==> src/rtl/alarm_pkg.sv <==
// Shared types and BCD limits for the alarm ring controller.
// Used by alarm_ring_ctrl and alarm_bcd_time_reg.
package alarm_pkg;

    typedef enum logic [2:0] {
        IDLE     = 3'd0,
        SET      = 3'd1,
        ARMED_ST = 3'd2,
        RINGING  = 3'd3,
        SNOOZE   = 3'd4
    } alarm_state_e;

    localparam logic [2:0] S_IDLE    = IDLE;
    localparam logic [2:0] S_SET     = SET;
    localparam logic [2:0] S_ARMED   = ARMED_ST;
    localparam logic [2:0] S_RINGING = RINGING;
    localparam logic [2:0] S_SNOOZE  = SNOOZE;

    localparam logic [3:0] MIN_H_MAX       = 4'd5;
    localparam logic [3:0] MIN_L_MAX       = 4'd9;
    localparam logic [3:0] HOUR_H_MAX      = 4'd2;
    localparam logic [3:0] HOUR_L_MAX_AT_2 = 4'd3;
    localparam logic [3:0] DIGIT_MAX       = 4'd9;

    function automatic logic [3:0] bcd_inc(
        input logic [3:0] d,
        input logic [3:0] max
    );
        return (d == max) ? 4'd0 : d + 4'd1;
    endfunction

endpackage

==> src/rtl/alarm_bcd_time_reg.sv <==
// Alarm-time BCD digits (HH:MM) with wrap-correct increments.
// Minutes wrap 59->00 without carrying into hours; hours wrap 23->00.
module alarm_bcd_time_reg
    import alarm_pkg::*;
(
    input  logic       i_clk,
    input  logic       i_rst_n,
    input  logic       i_inc_min,
    input  logic       i_inc_hour,
    output logic [3:0] o_min_l,
    output logic [3:0] o_min_h,
    output logic [3:0] o_hour_l,
    output logic [3:0] o_hour_h
);

    logic [3:0] r_min_l;
    logic [3:0] r_min_h;
    logic [3:0] r_hour_l;
    logic [3:0] r_hour_h;

    logic w_min_l_top;
    logic w_hour_top;
    logic w_hour_l_top;

    assign w_min_l_top  = (r_min_l == MIN_L_MAX);
    assign w_hour_l_top = (r_hour_l == DIGIT_MAX);
    assign w_hour_top   = (r_hour_h == HOUR_H_MAX)
                       && (r_hour_l == HOUR_L_MAX_AT_2);

    always_ff @(posedge i_clk or negedge i_rst_n) begin
        if (!i_rst_n) begin
            r_min_l  <= 4'd0;
            r_min_h  <= 4'd0;
            r_hour_l <= 4'd0;
            r_hour_h <= 4'd0;
        end else begin
            if (i_inc_min) begin
                r_min_l <= bcd_inc(r_min_l, MIN_L_MAX);
                if (w_min_l_top)
                    r_min_h <= bcd_inc(r_min_h, MIN_H_MAX);
            end
            if (i_inc_hour) begin
                if (w_hour_top) begin
                    r_hour_l <= 4'd0;
                    r_hour_h <= 4'd0;
                end else begin
                    r_hour_l <= bcd_inc(r_hour_l, DIGIT_MAX);
                    if (w_hour_l_top)
                        r_hour_h <= r_hour_h + 4'd1;
                end
            end
        end
    end

    assign o_min_l  = r_min_l;
    assign o_min_h  = r_min_h;
    assign o_hour_l = r_hour_l;
    assign o_hour_h = r_hour_h;

endmodule

==> src/rtl/alarm_ring_ctrl.sv <==
// Alarm ring/snooze/timeout sequencer and alarm-time owner.
// Optional ALARM_BUZZ_PATTERN_EN: BUZZ beeps at 0.5 Hz while ringing.
module alarm_ring_ctrl
    import alarm_pkg::*;
#(
    parameter int RING_SECS   = 60,
    parameter int SNOOZE_SECS = 300,
    parameter int CNT_W       = 9
) (
    input  logic       i_clk,
    input  logic       i_rst_n,
    input  logic       i_tick_1hz,
    input  logic       i_btn_set,
    input  logic       i_btn_inc_min,
    input  logic       i_btn_inc_hour,
    input  logic       i_btn_arm,
    input  logic       i_btn_stop,
    input  logic       i_btn_snooze,
    input  logic       i_match,
    output logic [3:0] o_set_min_l,
    output logic [3:0] o_set_min_h,
    output logic [3:0] o_set_hour_l,
    output logic [3:0] o_set_hour_h,
    output logic       o_en_setalarm,
    output logic       o_armed,
    output logic       o_ring,
    output logic       o_buzz
);

    localparam logic [CNT_W-1:0] RING_END   = CNT_W'(RING_SECS);
    localparam logic [CNT_W-1:0] SNOOZE_END = CNT_W'(SNOOZE_SECS);

    logic [2:0]       r_state;
    logic [CNT_W-1:0] r_cnt;
    logic             r_match_d;
    logic             r_en;
    logic             r_armed;
    logic             r_ring;
    logic             r_buzz;

    logic [2:0]       w_next;
    logic [CNT_W-1:0] w_cnt_nxt;
    logic [CNT_W-1:0] w_cnt_inc;
    logic             w_rise;
    logic             w_buzz_nxt;
    logic             w_in_set;

    assign w_rise    = i_match & ~r_match_d;
    assign w_cnt_inc = r_cnt + 1'b1;
    assign w_in_set  = (r_state == S_SET);

    alarm_bcd_time_reg u_time (
        .i_clk      (i_clk),
        .i_rst_n    (i_rst_n),
        .i_inc_min  (i_btn_inc_min & w_in_set),
        .i_inc_hour (i_btn_inc_hour & w_in_set),
        .o_min_l    (o_set_min_l),
        .o_min_h    (o_set_min_h),
        .o_hour_l   (o_set_hour_l),
        .o_hour_h   (o_set_hour_h)
    );

    // Any exit from RINGING/SNOOZE clears the counter, so it never wraps.
    always_comb begin
        w_next    = r_state;
        w_cnt_nxt = r_cnt;
        case (r_state)
            S_IDLE: begin
                if (i_btn_set)
                    w_next = S_SET;
                else if (i_btn_arm)
                    w_next = S_ARMED;
            end
            S_SET: begin
                if (i_btn_set)
                    w_next = S_IDLE;
            end
            S_ARMED: begin
                if (i_btn_arm)
                    w_next = S_IDLE;
                else if (i_btn_set)
                    w_next = S_SET;
                else if (w_rise) begin
                    w_next    = S_RINGING;
                    w_cnt_nxt = '0;
                end
            end
            S_RINGING: begin
                if (i_btn_arm) begin
                    w_next    = S_IDLE;
                    w_cnt_nxt = '0;
                end else if (i_btn_stop) begin
                    w_next    = S_ARMED;
                    w_cnt_nxt = '0;
                end else if (i_btn_snooze) begin
                    w_next    = S_SNOOZE;
                    w_cnt_nxt = '0;
                end else if (i_tick_1hz) begin
                    if (w_cnt_inc == RING_END) begin
                        w_next    = S_ARMED;
                        w_cnt_nxt = '0;
                    end else begin
                        w_cnt_nxt = w_cnt_inc;
                    end
                end
            end
            S_SNOOZE: begin
                if (i_btn_arm) begin
                    w_next    = S_IDLE;
                    w_cnt_nxt = '0;
                end else if (i_btn_stop) begin
                    w_next    = S_ARMED;
                    w_cnt_nxt = '0;
                end else if (i_tick_1hz) begin
                    if (w_cnt_inc == SNOOZE_END) begin
                        w_next    = S_RINGING;
                        w_cnt_nxt = '0;
                    end else begin
                        w_cnt_nxt = w_cnt_inc;
                    end
                end
            end
            default: begin
                w_next    = S_IDLE;
                w_cnt_nxt = '0;
            end
        endcase
    end

`ifdef ALARM_BUZZ_PATTERN_EN
    always_comb begin
        w_buzz_nxt = 1'b0;
        if (w_next == S_RINGING) begin
            if (r_state != S_RINGING)
                w_buzz_nxt = 1'b1;
            else if (i_tick_1hz)
                w_buzz_nxt = ~r_buzz;
            else
                w_buzz_nxt = r_buzz;
        end
    end
`else
    assign w_buzz_nxt = (w_next == S_RINGING);
`endif

    always_ff @(posedge i_clk or negedge i_rst_n) begin
        if (!i_rst_n) begin
            r_state   <= S_IDLE;
            r_cnt     <= '0;
            r_match_d <= 1'b0;
            r_en      <= 1'b0;
            r_armed   <= 1'b0;
            r_ring    <= 1'b0;
            r_buzz    <= 1'b0;
        end else begin
            r_state   <= w_next;
            r_cnt     <= w_cnt_nxt;
            r_match_d <= i_match;
            r_en      <= (w_next == S_SET);
            r_armed   <= (w_next == S_ARMED)
                      || (w_next == S_RINGING)
                      || (w_next == S_SNOOZE);
            r_ring    <= (w_next == S_RINGING);
            r_buzz    <= w_buzz_nxt;
        end
    end

    assign o_en_setalarm = r_en;
    assign o_armed       = r_armed;
    assign o_ring        = r_ring;
    assign o_buzz        = r_buzz;

endmodule

==> config.mk <==
export PLATFORM = sky130hd
export DESIGN_NAME = alarm_ring_ctrl
export DESIGN_NICKNAME = d
export VERILOG_FILES = /design/src/rtl/alarm_pkg.sv /design/src/rtl/alarm_bcd_time_reg.sv /design/src/rtl/alarm_ring_ctrl.sv
export SDC_FILE = /design/constraint.sdc
export NUM_CORES = 1
export LEC_CHECK = 0
export CAP_MARGIN = 20
export CELL_PAD_IN_SITES_DETAIL_PLACEMENT = 1
export CELL_PAD_IN_SITES_GLOBAL_PLACEMENT = 2
export CORE_UTILIZATION = 34
export CTS_BUF_LIST = sky130_fd_sc_hd__clkbuf_8
export DETAILED_ROUTE_END_ITERATION = 6
export PLACE_DENSITY = 0.83
export SLEW_MARGIN = 20
export SYNTH_ARGS = -nofsm -noshare
export SYNTH_HDL_FRONTEND = slang
export SYNTH_SLANG_ARGS = --single-unit
==> constraint.sdc <==
create_clock -name i_clk -period 2.3 [get_ports i_clk]
set_input_delay 0.46 -clock i_clk [delete_from_list [all_inputs] [get_ports i_clk]]
set_output_delay 0.46 -clock i_clk [all_outputs]
set_load 0.05 [all_outputs]
Word-level counts from Yosys, hierarchy flattened. Cells that the tools add are included.

RAM bits: 0. Bits in read-only memories: 0. Input port bits: 10. Flip-flop bits (word level): 32. Latch bits: 0. Output and inout bits: 20. Word-level logic and storage cells: 84. Memories: 0.

Magnitude comparators: 0. Multiplexer cells: 35. Div/mod/pow operators: 0. $mul: 0. Shift-type cells: 0. Bitwise gates (word level): 5. $add $sub $neg: 5. Equal/unequal tests: 20. Reduce and logical (&&, ||, !) cells: 9.

Operators with widths (count): two-way mux 9 bit (12); two-way mux 3 bit (15); case mux 9 bit (4 select lines) (1); two-way mux 4 bit (6); adder 4 x 1 -> 4 bit, second input constant (4); case mux 3 bit (5 select lines) (1); equality test 3 x 2 -> 1 bit, second input constant (4); adder 9 x 1 -> 9 bit, second input constant (1); equality test 9 x 6 -> 1 bit, second input constant (1); equality test 9 bit, second input constant (1); equality test 4 x 2 -> 1 bit, second input constant (2); equality test 4 bit, second input constant (2); equality test 3 x 1 -> 1 bit, second input constant (2); equality test 3 bit, second input constant (2); != test 2 bit, second input constant (3); AND reduction 6 bit (1); != test 5 bit, second input constant (1); equality test 4 x 3 -> 1 bit, second input constant (1); != test 4 bit, second input constant (1); AND reduction 2 bit (2); bitwise AND 1 bit (3); zero test 3 bit (1); logical OR 1 bit (2); inverter 1 bit (2); other kinds (3) (3).

Depth between registers and ports, before layout. Gate-level depths: netlist of run 1.

Depth in word-level cells: 11. Depth in mapped cells: 7. Gate-level depth less buffers: 7.

Modules after synthesis. From an unflattened synthesis of run 1, not the netlist that was laid out.

Cells, all modules: 189. Area, all modules: 1928.1 µm².

By module, submodules not included: alarm_ring_ctrl (area each 1074.8 µm², seq. area each 400.4 µm², times used 1, cells each 109); alarm_bcd_time_reg (area each 853.3 µm², seq. area each 400.4 µm², times used 1, cells each 80).

Worst setup path before layout of run 1. No wires, ideal clock.

Kind: reg-to-reg. Start: register r_cnt[0]. End: register r_cnt[1]. Stages on the path, launching flop included: 7. Buffers on the path: 0. Clock period less this slack: 1.848 ns. Setup slack: 0.452 ns. Required time: 2.179 ns. Setup time: 0.121 ns. Arrival: 1.726 ns. Cell sequence: dfrtp_1 ha_1 nor4b_4 and3_4 a31oi_4 or2_1 a32o_2.

Word-level cells in the longest chain between the ends: 8. Elaborated cells between the ends (all ways): 13. Classes of those cells: add/sub (1); eq/ne (2); mux (10).

RTL lines: start, declared (line alarm_ring_ctrl.sv:34) `logic [CNT_W-1:0] r_cnt;`; start signal, assigned (line alarm_ring_ctrl.sv:157) `r_cnt <= w_cnt_nxt;`; adder 9 x 1 -> 9 bit * (line alarm_ring_ctrl.sv:49) `assign w_cnt_inc = r_cnt + 1'b1;`; equality test 9 x 6 -> 1 bit (line alarm_ring_ctrl.sv:99) `if (w_cnt_inc == RING_END) begin`; two-way mux 9 bit (line alarm_ring_ctrl.sv:99); two-way mux 9 bit (line alarm_ring_ctrl.sv:98) `end else if (i_tick_1hz) begin`; two-way mux 9 bit (line alarm_ring_ctrl.sv:95) `end else if (i_btn_snooze) begin`; two-way mux 9 bit (line alarm_ring_ctrl.sv:92) `end else if (i_btn_stop) begin`; two-way mux 9 bit (line alarm_ring_ctrl.sv:89) `if (i_btn_arm) begin`; case mux 9 bit (4 select lines) * (line alarm_ring_ctrl.sv:67) `case (r_state)`.

Every way passes the cells marked *; elsewhere a longest branch is shown, timed or not. The select of a mux whose other input is x is not followed. A chain may end at the register's enable or synchronous reset.

Final worst setup path of run 1.
Start: register u_time.r_hour_h[0], in the netlist u_time.o_hour_h[0]. End: output o_set_hour_h[0].

RTL lines: start, declared (line alarm_bcd_time_reg.sv:19) `logic [3:0] r_hour_h;`; start signal, assigned (line alarm_bcd_time_reg.sv:49) `r_hour_h <= r_hour_h + 4'd1;`; end, declared (line alarm_ring_ctrl.sv:23) `output logic [3:0] o_set_hour_h,`.

No word-level cell between the ends.

==> impl_metrics.csv, run 1 <==
group,metric,value,unit
routing,vias_per_cell,5.25,
critical_path,endpoint_kind,"output port",
min_path,hp-class,"register to register",
clock_tree,htree_levels,2,
placed_design,place.gp.congestion,0.787,
flow_run,drv_cap,0,
clock_tree,cts_buffer_depth,2,
synthesis,avgSynthCellArea,9.56,um^2
synthesis,ys_types,58,
global_route,overflow,0,
synthesis,syn_inst,201,
synthesis,synth_edf_count,0,
timing,timing.hold.ws,0.488,ns
placed_design,io_buffers,29,
timing,worst-slew-pin-transition,0.499,ns
power_and_ir_drop,total_power,2.34,mW
routing,wl_per_cell,14.4,um
routing,vias,1671,
critical_path,worst_setup_path_start_kind,"register",
synthesis,async_flop_share,100,%
finish,syn_to_final_growth,28.6,%
critical_path,critPathMaxFanout,7,
critical_path,worst-endpoint-arrival,1.59,ns
finish,final_nets,261,
synthesis,syn_area,1920,um^2
synthesis,yosysWarnings,0,
synthesis,synth_nets,216,
synthesis,yosysSeqAreaShare,41.7,%
critical_path,worstPathRequired,1.84,ns
synthesis,synth_ff_type,"dfrtp_1",
timing,hold_viol_final,0,
floorplan,rows,27,
min_path,min_delay_path_depth,1,
global_route,antenna_found_initial,0,
timing,rsz0062_at_grt,"false",
floorplan,io_pins,30,
critical_path,worstPathCellList,"clkdlybuf4s50_1",
global_route,grt_max_degree,33,
clock_tree,cts_sinks,32,
timing,period_minus_slack,2.05,ns
timing,max_freq,487,MHz
global_route,grt_pass1_vias,1733,
critical_path,ff2ff_path_depth,5,
routing,drc,0,
finish,layout-drive-gt1-share,16.3,%
clock_tree,cts_resized,0,
synthesis,yosysMostFrequentCell,"dfrtp_1",
critical_path,critical_path_class,"register to output port",
routing,drt_pass1_iterations,4,
synthesis,synth_area_leaders,"dfrtp_1 (42%), nand2_1 (3.7%), o21ai_0 (3.6%), ha_1 (3.3%), nand3_1 (2.9%)",
critical_path,path_depth,1,
routing,drt_iter0_drc,69,
floorplan,start_util,35.1,%
floorplan,dieArea,5960,um^2
clock_tree,postCtsSetupRepairBufs,0,
timing,fin_crit_sh,89.3,%
power_and_ir_drop,leakage,1.02,nW
floorplan,die_y,77.2,um
timing,slew_violations,0,
placed_design,hpwl,3510,um
critical_path,critical_path.slowest_cell,"clkdlybuf4s50_1",
clock_tree,cts_tree,"done",
routing,ant_nets,0,
finish,diodes,0,
timing,slew_headroom,66.6,%
global_route,grt_pass1_wl,8080,um
clock_tree,hold_buffers,0,
clock_tree,cts_buffers,5,
global_route,grt_util_all_layers,16.9,%
synthesis,synth-seq-cells,32,
finish,instances_no_fill,318,
synthesis,ys_top_cells_by_count,"dfrtp_1 (32), nand2_1 (19), o21ai_0 (14)",
clock_tree,clk_latency,0.27,ns
routing,wl,4590,um
floorplan,core-area,5470,um^2
placed_design,place_area,2380,um^2
finish,final_area,2470,um^2
synthesis,yosysTopAreaCellShare,41.7,%
outcome,outcome,"finished, final reports clean",
floorplan,dieWidth,77.2,um
timing,skew,0.00490,ns
power_and_ir_drop,p_per_area,946,nW/um^2
critical_path,cp_num_buf_inv,1,
power_and_ir_drop,peakVddDrop,590,uV
critical_path,cpPeakStageDelay,0.85,ns
critical_path,cp_top_family,"buffers and inverters",
timing,setup_viol,0,
clock_tree,clk_pin_slew,0.06,ns
placed_design,place_inst,311,
clock_tree,cts_root_buf,"clkbuf_8",
timing,finalSetupTns,0,ns
synthesis,yosysTopAreaCell,"dfrtp_1",
## power breakdown
| part | total (mW) | internal (mW) | switching [mW] |
|---|---|---|---|
| Clock | 0.463 | 0.266 | 0.197 |
| Sequential | 0.848 | 0.680 | 0.168 |
| Combinational | 1.03 | 0.388 | 0.639 |
## cells by family (layout without fill, tap and decap cells)
group,Yosys count,after routing,share of synthesized area (%)
simple gates,84,84,25.6
compound gates,52,52,20.4
flops,32,32,41.7
buf+inv,19,64,4.75
xor+xnor,6,6,2.73
fa+ha+maj,5,5,3.26
mux,3,3,1.63
## flip-flops by register name, indices dropped and copies added, names as in the netlist
| name | count |
|---|---|
| r_match_d | 1 |
| o_armed | 1 |
| u_time.o_min_h | 4 |
| u_time.o_hour_h | 4 |
| r_cnt | 9 |
| o_en_setalarm | 1 |
| u_time.o_hour_l | 4 |
| r_state | 3 |
| u_time.o_min_l | 4 |
| o_buzz | 1 |
## layout by cell type, fill, tap and decap left out, types with 2 or more instances in the layout
master           instances
or2_1                    2
and3_1                   2
a31oi_1                  3
nand3_1                 11
dfrtp_1                 32
xnor2_1                  5
nor3_1                   7
nor3b_1                  2
o21ai_0                 14
o31ai_1                  4
nor4_1                   3
mux2i_1                  2
buf_4                   16
nand2b_1                 3
or2_2                    4
nand2_1                 19
a21o_1                   2
o221ai_1                 3
a22oi_1                  2
nor2_1                  11
clkdlybuf4s50_1         29
a21oi_1                  5
clkbuf_8                 7
inv_1                   12
nor2b_1                  3
nand4_1                  5
ha_1                     5
a41oi_1                  2
o2111ai_1                3
## worst paths after layout
path                                    startpoint            endpoint  slack [ns]
worst max-delay path            u_time.o_hour_h[0]     o_set_hour_h[0]        0.25
worst min-delay path             u_time.o_min_h[0]   u_time.o_min_h[0]        0.49
worst max register to register          r_state[2]   u_time.o_min_h[3]        0.36
worst min register to register   u_time.o_min_h[0]   u_time.o_min_h[0]        0.49
max in group asynchronous                  i_rst_n            r_cnt[1]        1.41
min in group asynchronous                  i_rst_n  u_time.o_hour_h[3]        0.59
## area by class of cell
cell class,instances,area [um^2]
Fill cell,635,3000
Multi-Input combinational cell,150,1030
Sequential cell,32,801
Timing Repair Buffer,45,410
Clock buffer,7,96.3
Tap cell,72,90.1
Inverter,12,45.0
## through the flow
stage / setup slack, ns / utilization [%]
final: 0.245 / 45.2
after global routing: 0.139 / 45.2
after CTS: 0.234 / 45.2
after detailed placement: 0.0921 / 43.4
after global placement: 0.108 / 43.4
after floorplan: 0.452 / -
## per-layer routing
metal,up-vias,share of wire (%),track usage [%]
li1,835,-,-
met1,809,48,22.1
met2,23,48,27.3
met3,4,2.7,3.81
met4,0,1.1,5.66
met5,-,0,0
Note: power is estimated with default switching activity, not from simulation.
==> run 2: changes to the inputs <==
--- a/config.mk
+++ b/config.mk
@@ -8,10 +8,10 @@
 export CAP_MARGIN = 20
 export CELL_PAD_IN_SITES_DETAIL_PLACEMENT = 1
 export CELL_PAD_IN_SITES_GLOBAL_PLACEMENT = 2
-export CORE_UTILIZATION = 34
+export CORE_UTILIZATION = 31
 export CTS_BUF_LIST = sky130_fd_sc_hd__clkbuf_8
 export DETAILED_ROUTE_END_ITERATION = 6
-export PLACE_DENSITY = 0.83
+export PLACE_DENSITY = 0.79
 export SLEW_MARGIN = 20
 export SYNTH_ARGS = -nofsm -noshare
 export SYNTH_HDL_FRONTEND = slang
==> constraint.sdc (replaced) <==
create_clock -name i_clk -period 1.7 [get_ports i_clk]
set_input_delay 0.34 -clock i_clk [delete_from_list [all_inputs] [get_ports i_clk]]
set_output_delay 0.34 -clock i_clk [all_outputs]
set_load 0.05 [all_outputs]
==> impl_metrics.csv, run 2 (synthesis gave the netlist of run 1 again) <==
group,metric,value,unit
clock_tree,htree_levels,2,
placed_design,place.gp.congestion,0.831,
floorplan,die_y,80.7,um
finish,layout_common_cells,"buf_4 (65), dfrtp_1 (28), nand2_1 (19)",
placed_design,place_area,2600,um^2
critical_path,startpoint,"r_cnt[1]",
floorplan,core-area,5960,um^2
floorplan,dieArea,6520,um^2
global_route,grt_util_all_layers,18.3,%
critical_path,critical_path_class,"register to register",
clock_tree,cts_root_buf,"clkbuf_8",
finish,final_common_cell,"buf_4",
global_route,overflow,0,
critical_path,cpPeakStageDelay,0.42,ns
placed_design,hpwl,4060,um
finish,final_area,2920,um^2
timing,period_minus_slack,1.84,ns
finish,syn_to_final_growth,51.8,%
critical_path,worst-endpoint-arrival,2.01,ns
placed_design,io_buffers,29,
timing,fin_crit_sh,108,%
critical_path,r2r-start,"r_cnt[1]",
routing,drt_iter0_drc,33,
power_and_ir_drop,peakVddDrop,982,uV
global_route,grt_pass1_vias,1967,
power_and_ir_drop,leakage,1.27,nW
timing,max_freq,543,MHz
routing,vias_per_cell,5.15,
power_and_ir_drop,p_per_area,1210,nW/um^2
floorplan,io_pins,30,
critical_path,worstPathRequired,1.87,ns
timing,setup_viol,10,
critical_path,cp-endpoint,"r_cnt[1]",
timing,worst-slew-pin-transition,0.429,ns
clock_tree,hold_buffers,0,
finish,diodes,0,
global_route,antenna_found_initial,0,
critical_path,critPathMaxFanout,5,
timing,fin_ws,-0.142,ns
critical_path,ff2ff_path_depth,6,
clock_tree,clk_pin_slew,0.07,ns
outcome,violations,"setup timing",
finish,fill_cells,683,
timing,slew_violations,0,
timing,slew_headroom,71.4,%
floorplan,rows,28,
routing,vias,1844,
clock_tree,cts_buffer_depth,2,
global_route,grt_max_degree,33,
critical_path,worst_setup_path_start_kind,"register",
finish,top_register,"r_cnt",
clock_tree,cts_buffers,5,
critical_path,endpoint_kind,"register",
timing,finalSetupTns,-0.583,ns
finish,final_nets,297,
routing,ant_nets,0,
routing,drt_pass1_iterations,2,
critical_path,critical_path.slowest_cell,"dfrtp_1",
flow_run,drv_cap,0,
outcome,outcome,"complete, but fails checks",
routing,drc,0,
routing,wl_per_cell,15.2,um
finish,largest_reg_flops,9,
timing,skew,0.00621,ns
critical_path,r2r_end,"r_cnt[1]",
timing,hold_viol_final,0,
clock_tree,cts_sinks,32,
min_path,hp-class,"input pin to asynchronous set/reset pin",
clock_tree,cts_tree,"done",
critical_path,worstPathCellList,"ha_4 > nor4b_4 > and3_4 > a31oi_4 > or2_4 > a32o_2",
floorplan,start_util,32.3,%
critical_path,r2r_slack,-0.14,ns
floorplan,dieWidth,80.7,um
timing,rsz0062_at_grt,"true",
routing,wl,5450,um
finish,layout-drive-gt1-share,44.5,%
clock_tree,clk_latency,0.28,ns
global_route,grt_pass1_wl,9110,um
## run 2: worst min path at each step
| stage | cells past startpoint | slack, ns | startpoint | end |
|---|---|---|---|---|
| after floorplan | 0 | 0.04 | i_rst_n | o_armed |
| after global placement | 1 | 0.48 | u_time.o_min_h[0] | u_time.o_min_h[0] |
| after detailed placement | 1 | 0.50 | u_time.o_min_h[0] | u_time.o_min_h[0] |
| after CTS | 2 | 0.48 | i_rst_n | r_cnt[5] |
| after global routing | 2 | 0.51 | i_rst_n | u_time.o_min_h[1] |
| final | 2 | 0.47 | i_rst_n | u_time.o_hour_l[1] |
## run 2: timing repair
item | in CTS | in global routing
setup buffers | 7 | 3
hold endpoints to repair | 0 | 0
pin swaps | 14 | 9
setup endpoints to repair | 14 | 20
resized for setup | 19 | 20
## run 2: through the flow
step           power (mW)  hold WS (ns)  cells  utilization, %  setup slack, ns
3_3_place_gp         2.68         0.484    342            43.6           -0.373
2_1_floorplan        2.08        0.0444    201               -          -0.0506
5_1_grt              3.73         0.510    358            49.0           -0.208
3_5_place_dp         2.72         0.502    342            43.6           -0.396
6_report             3.52         0.467    358            49.0           -0.142
4_1_cts              3.50         0.483    355            47.1           -0.147
## run 2: where the power goes
group          leakage (nW)  total [mW]  internal [mW]  switching (mW)
Sequential            0.406        1.15          0.927           0.220
Combinational         0.808        1.65          0.664           0.990
Clock                0.0593       0.719          0.429           0.290
Total                  1.27        3.52           2.02            1.50
## run 2: critical path, delay by kind of cell, from the launching register on
family	cells	cell delay (ns)
compound gates	2	0.36
fa+ha+maj	1	0.17
simple gates	3	0.78
flops	1	0.42
## run 2: layout make-up
| type | instances | area [um^2] | area share, % |
|---|---|---|---|
| Multi-Input combinational cell | 150 | 1180 | 40.3 |
| Sequential cell | 32 | 806 | 27.6 |
| Timing Repair Buffer | 81 | 689 | 23.6 |
| Tap cell | 75 | 93.8 | 3.22 |
| Clock buffer | 5 | 68.8 | 2.36 |
| Inverter | 12 | 45.0 | 1.54 |
| Clock inverter | 3 | 38.8 | 1.33 |
## run 2: routing by layer
| metal | track usage (%) | vias up | share of wire [%] |
|---|---|---|---|
| met3 | 3.03 | 9 | 2.6 |
| li1 | - | 905 | - |
| met2 | 31.1 | 26 | 49 |
| met1 | 23.0 | 904 | 46 |
| met5 | 0 | - | 0 |
| met4 | 7.50 | 0 | 1.8 |
==> run 3: changes to the inputs <==
--- a/config.mk
+++ b/config.mk
@@ -10,6 +10,7 @@
 export CELL_PAD_IN_SITES_GLOBAL_PLACEMENT = 2
 export CORE_UTILIZATION = 31
 export CTS_BUF_LIST = sky130_fd_sc_hd__clkbuf_8
+export CTS_CLUSTER_DIAMETER = 80
 export DETAILED_ROUTE_END_ITERATION = 6
 export PLACE_DENSITY = 0.79
 export SLEW_MARGIN = 20
==> results of run 3 <==
The final DEF is identical to that of run 2; final timing and power are the same.
